[config.mk]
export PLATFORM = sky130hd
export DESIGN_NAME = pc_redirect_ctrl
export DESIGN_NICKNAME = d
export VERILOG_FILES = /design/src/rtl/pc_ctrl_pkg.sv /design/src/rtl/pc_perf_counter.sv /design/src/rtl/pc_redirect_ctrl.sv
export SDC_FILE = /design/constraint.sdc
export NUM_CORES = 1
export LEC_CHECK = 0
export ABC_AREA = 1
export CORE_MARGIN = 8
export CORE_UTILIZATION = 55
export DETAILED_ROUTE_END_ITERATION = 12
export DONT_BUFFER_PORTS = 1
export GPL_TIMING_DRIVEN = 0
export PLACE_DENSITY = 0.73
export SLEW_MARGIN = 20
export SYNTH_ARGS = -nofsm -noshare
export SYNTH_HDL_FRONTEND = slang
export SYNTH_SLANG_ARGS = --single-unit
[constraint.sdc]
create_clock -name clk -period 1.3 [get_ports clk]
set_input_delay 0.26 -clock clk [delete_from_list [all_inputs] [get_ports clk]]
set_output_delay 0.26 -clock clk [all_outputs]
set_load 0.02 [all_outputs]
[src/rtl/pc_ctrl_pkg.sv]
// Shared constants for the fetch-PC redirect controller: state encoding and default address width.
package pc_ctrl_pkg;

    localparam int PC_XLEN = 32;

    localparam logic [1:0] ST_RUN  = 2'd0;
    localparam logic [1:0] ST_PEND = 2'd1;
    localparam logic [1:0] ST_HALT = 2'd2;

endpackage

[src/rtl/pc_perf_counter.sv]
// Free-running 32-bit event counter with synchronous clear and increment enable; wraps modulo 2^32.
module pc_perf_counter (
    input  logic        clk,
    input  logic        clr_i,
    input  logic        inc_i,
    output logic [31:0] count_o
);

    logic [31:0] count_q;

    always_ff @(posedge clk) begin
        if (clr_i) begin
            count_q <= '0;
        end else if (inc_i) begin
            count_q <= count_q + 32'd1;
        end
    end

    assign count_o = count_q;

endmodule

[src/rtl/pc_redirect_ctrl.sv]
// Fetch PC sequencer: arbitrates halt / stall / redirect / hazard sources and keeps a redirect alive across stalls.
// Optional build macro PC_PERF_CNT_EN adds stall_cycles and redirect_count outputs.
//
// state | meaning
// RUN   | normal fetch, inputs arbitrated by fixed priority
// PEND  | redirect target latched, waiting for both caches to release
// HALT  | core halted, left only through reset
module pc_redirect_ctrl
    import pc_ctrl_pkg::*;
#(
    parameter int              XLEN     = PC_XLEN,
    parameter logic [XLEN-1:0] RESET_PC = '0
) (
    input  logic            clk,
    input  logic            reset,
    input  logic [XLEN-1:0] current_pc,
    input  logic [XLEN-1:0] seq_pc,
    input  logic            ex_redirect_valid,
    input  logic [XLEN-1:0] ex_redirect_target,
    input  logic            load_use_hazard,
    input  logic            icache_stall,
    input  logic            dcache_stall,
    input  logic            halt_req,
    output logic [XLEN-1:0] next_pc,
    output logic            pc_write,
    output logic            if_id_write,
    output logic            if_id_flush,
    output logic            id_ex_flush,
    output logic            redirect_pending,
`ifdef PC_PERF_CNT_EN
    output logic [31:0]     stall_cycles,
    output logic [31:0]     redirect_count,
`endif
    output logic            halted
);

    logic [1:0]      state_q, state_d;
    logic [XLEN-1:0] tgt_q, tgt_d;
    logic            post_rst_q;
    logic            quiet;

    // Outputs stay inert during reset and for one cycle after it.
    assign quiet = reset | post_rst_q;

    always_comb begin
        state_d     = state_q;
        tgt_d       = tgt_q;
        next_pc     = current_pc;
        pc_write    = 1'b0;
        if_id_write = 1'b0;
        if_id_flush = 1'b0;
        id_ex_flush = 1'b0;
        if (quiet) begin
            next_pc = RESET_PC;
        end else begin
            case (state_q)
                ST_RUN: begin
                    if (halt_req) begin
                        state_d = ST_HALT;
                    end else if (dcache_stall) begin
                        if (ex_redirect_valid) begin
                            tgt_d   = ex_redirect_target;
                            state_d = ST_PEND;
                        end
                    end else if (ex_redirect_valid) begin
                        if_id_flush = 1'b1;
                        id_ex_flush = 1'b1;
                        if (icache_stall) begin
                            tgt_d   = ex_redirect_target;
                            state_d = ST_PEND;
                        end else begin
                            next_pc  = ex_redirect_target;
                            pc_write = 1'b1;
                        end
                    end else if (icache_stall || load_use_hazard) begin
                        id_ex_flush = 1'b1;
                    end else begin
                        next_pc     = seq_pc;
                        pc_write    = 1'b1;
                        if_id_write = 1'b1;
                    end
                end
                ST_PEND: begin
                    // Later redirects are ignored here; the first latched target wins.
                    if (halt_req) begin
                        state_d = ST_HALT;
                    end else if (!icache_stall && !dcache_stall) begin
                        next_pc     = tgt_q;
                        pc_write    = 1'b1;
                        if_id_flush = 1'b1;
                        id_ex_flush = 1'b1;
                        state_d     = ST_RUN;
                    end
                end
                ST_HALT: begin
                    state_d = ST_HALT;
                end
                default: begin
                    state_d = ST_RUN;
                end
            endcase
        end
    end

    always_ff @(posedge clk) begin
        if (reset) begin
            state_q    <= ST_RUN;
            tgt_q      <= '0;
            post_rst_q <= 1'b1;
        end else begin
            state_q    <= state_d;
            tgt_q      <= tgt_d;
            post_rst_q <= 1'b0;
        end
    end

    assign redirect_pending = !quiet && (state_q == ST_PEND);
    assign halted           = !quiet && (state_q == ST_HALT);

`ifdef PC_PERF_CNT_EN
    logic stall_inc;
    logic redir_inc;

    // A PC load together with an IF/ID squash only happens when a redirect is applied.
    assign stall_inc = !reset && !pc_write && !halted;
    assign redir_inc = !reset && pc_write && if_id_flush;

    pc_perf_counter u_stall_cnt (
        .clk     (clk),
        .clr_i   (reset),
        .inc_i   (stall_inc),
        .count_o (stall_cycles)
    );

    pc_perf_counter u_redir_cnt (
        .clk     (clk),
        .clr_i   (reset),
        .inc_i   (redir_inc),
        .count_o (redirect_count)
    );
`endif

endmodule
==> metrics.txt <==
first-pass GRT wire length 20.5 mm; WHS around 110 ps; Synth area leaders dfxtp_1, nor2_1, nand2_1, nand3_1, a21oi_1; max-cap violations 0; Slew Viols, Final 0; design area between 0.004 and 0.005 mm²; #FFs+latches synth 35; core region area 0.00557 mm²; fill cell count 370; FP Rows 27; Compound-Gate Fraction of Synth Area 16.0%; CTS Buf Count 5; HP Start ex_redirect_target[30]; Die ar. around 0.0085 mm²; CTS tree done; slew margin rel. approximately three fifths; initial drt markers 453; Netlist Area Pre-Place between 0.003 and 0.004 mm²; Slew @ Worst Pin between 500 and 600 ps; Post-Syn Nets 707; Syn. warnings 0; Async SR Flop Fraction 0%; largest net degree at the start of global routing 11; die width between 90 and 100 µm; synthesized area per cell between 5 and 6 µm²; violated checks negative setup slack; TritonRoute pass-1 iters 7; layout cells sized above 1 between 30% and 40%; worst hold path endpoint tgt_q[30]; count of final hold-check violations 0; main combinational cell family by area after synthesis simple AND/OR/NAND/NOR gates; xor/xnor share of the synthesized area 0%; wire per inst just under 20 µm; post-synth top area share approximately 22%; RR Endpoint tgt_q[25]; HPWL after DPL slightly below 9 mm; Post-Synth Simple-Gate Area roughly 49%; Worst Path Required 1040 ps; Max Clock Freq ~520 MHz; crit path DAT about 1700 ps; GR Overflow Total 0; antenna-violating nets left 0; via count approximately 4.4k; Worst-Skew Late Latency approximately 300 ps; number of H-tree levels 2; Pleak 1.98 nW; final setup TNS -29,020 ps; # diodes 0; CP max FO 5; Worst Setup End Kind output port; reg-to-reg slack, setup -350 ps; Worst Hold Path Cells 2; IO Pins ~140; Post-synth EDFFs 0; type of the most critical hold path in -> reg; final setup margin -615 ps; # clock sinks 35; maximum vdd drop 0.672 mV; post-synth top area cell dfxtp_1; status complete, but fails checks; vias in the first global route between 4k and 5k; placer congestion estimate just under 0.9; Residual DRC 0; worst clock skew 9.06 ps; sequential area share after synthesis a little over a fifth; post-synthesis mux area share 0%; root buf cell clkbuf_8; initial core utilization about 57%; final WL roughly 14 mm; Synth Area in Adders 0%; clk slew on worst S/H paths ~80 ps; fin crit period between 1500 and 2000 ps; Placed Area roughly 0.0037 mm²; initial antenna violation count 0; utilization after layout between 80% and 90%; Reg-to-Reg Start state_q[1]; top-count cell post-synth nor2_1; Total GRT Usage just under 30%; count of cell types in the netlist 22; final setup vio count between 70 and 80; Longest Clk Path Bufs 2; DIE HEIGHT 92.2 µm; Final period util 147%; top_reg_cell synth dfxtp_1; Layout area overhead 44.7%; Nets roughly 740; CP Launch Type flip-flop; input/output buffers 0; top cells by count, synth nor2_1, nand2_1, nand3_1, a21oi_1, inv_1; RSZ-0062 raised after global routing yes; cells after synthesis about 600; worst-case reg-to-reg path depth 9; power per standard cell area 754 mW/mm²; Crit Path Category reg -> out; vias per cell roughly 6.2
[layer usage]
metal | GRT usage [%] | up-vias | wire, µm | part of all wire, %
met5 | 0 | - | 0 | 0
met4 | 13.0 | 0 | 512 | 3.6
met3 | 8.48 | 64 | 1740 | 12
met2 | 50.8 | 318 | 6810 | 48
met1 | 33.0 | 2055 | 5040 | 36
li1 | - | 1978 | - | -
[logic make-up after synthesis]
kind of cell / Yosys count
compound gates: 102
buf+inv: 90
simple gates: 377
flops: 35
[critical path: stages (launching register included)]
cell     delay (ps)
dfxtp_2         330
buf_8           140
buf_12          130
nor2_4          140
nand2_2         100
nand2_4         130
buf_6           150
nand2_1          70
o21ai_2          80
nor2_4           80
[area by class of cell]
| cell class | instances | area (µm²) | share of cell area (%) |
|---|---|---|---|
| buffer | 34 | 322 | 6.96 |
| clock buffer | 6 | 82.6 | 1.79 |
| clock inverter | 1 | 5.00 | 0.108 |
| timing repair buffer | 32 | 344 | 7.44 |
| multi-input combinational | 479 | 2850 | 61.7 |
| sequential | 35 | 703 | 15.2 |
| tap | 72 | 90.1 | 1.95 |
| inverter | 54 | 221 | 4.79 |
[placed cells by master, fill, tap and decap left out, types with 13 or more instances in the layout]
cell type  instances
dfxtp_1           33
nand3_2           26
a21oi_1           39
nor2_1           130
nand2_1          102
o21ai_0           21
inv_1             45
o21ai_1           13
buf_6             14
nor2_4            40
buf_4             24
nand2_2           24
nand3_1           33
[worst max-delay path by stage]
stage,from,to,slack (ps)
6_report,state_q[1],next_pc[11],-610
5_1_grt,state_q[1],next_pc[29],-670
4_1_cts,state_q[1],id_ex_flush,-560
3_5_place_dp,icache_stall,next_pc[19],-440
3_3_place_gp,state_q[1],pc_write,-410
2_1_floorplan,state_q[1],pc_write,-210
[sequential cells by signal (all words and copies together), names as in the netlist]
name / flops
tgt_q: 32
post_rst_q: 1
state_q: 2
[through the flow]
stage | power [mW] | worst slack (ps) | std cells
6_report | 3.48 | -615 | 713
5_1_grt | 3.62 | -673 | 713
4_1_cts | 3.28 | -558 | 708
3_5_place_dp | 2.23 | -438 | 676
3_3_place_gp | 2.21 | -406 | 676
2_1_floorplan | 2.04 | -215 | 604
[power breakdown]
group | switching (mW) | leakage (nW) | internal, mW
combinational | 0.961 | 1.64 | 0.554
clock | 0.419 | 0.0470 | 0.416
sequential | 0.0253 | 0.285 | 1.11
[repair_timing]
item                       4_1_cts  5_1_grt
resized for setup               74       83
pin swaps                       30       34
hold endpoints to repair         1        0
buffers inserted                24        6
hold buffers                     1        0
gates cloned                     2        1
setup endpoints to repair       70       72
Note: power is estimated with default switching activity, not from simulation.
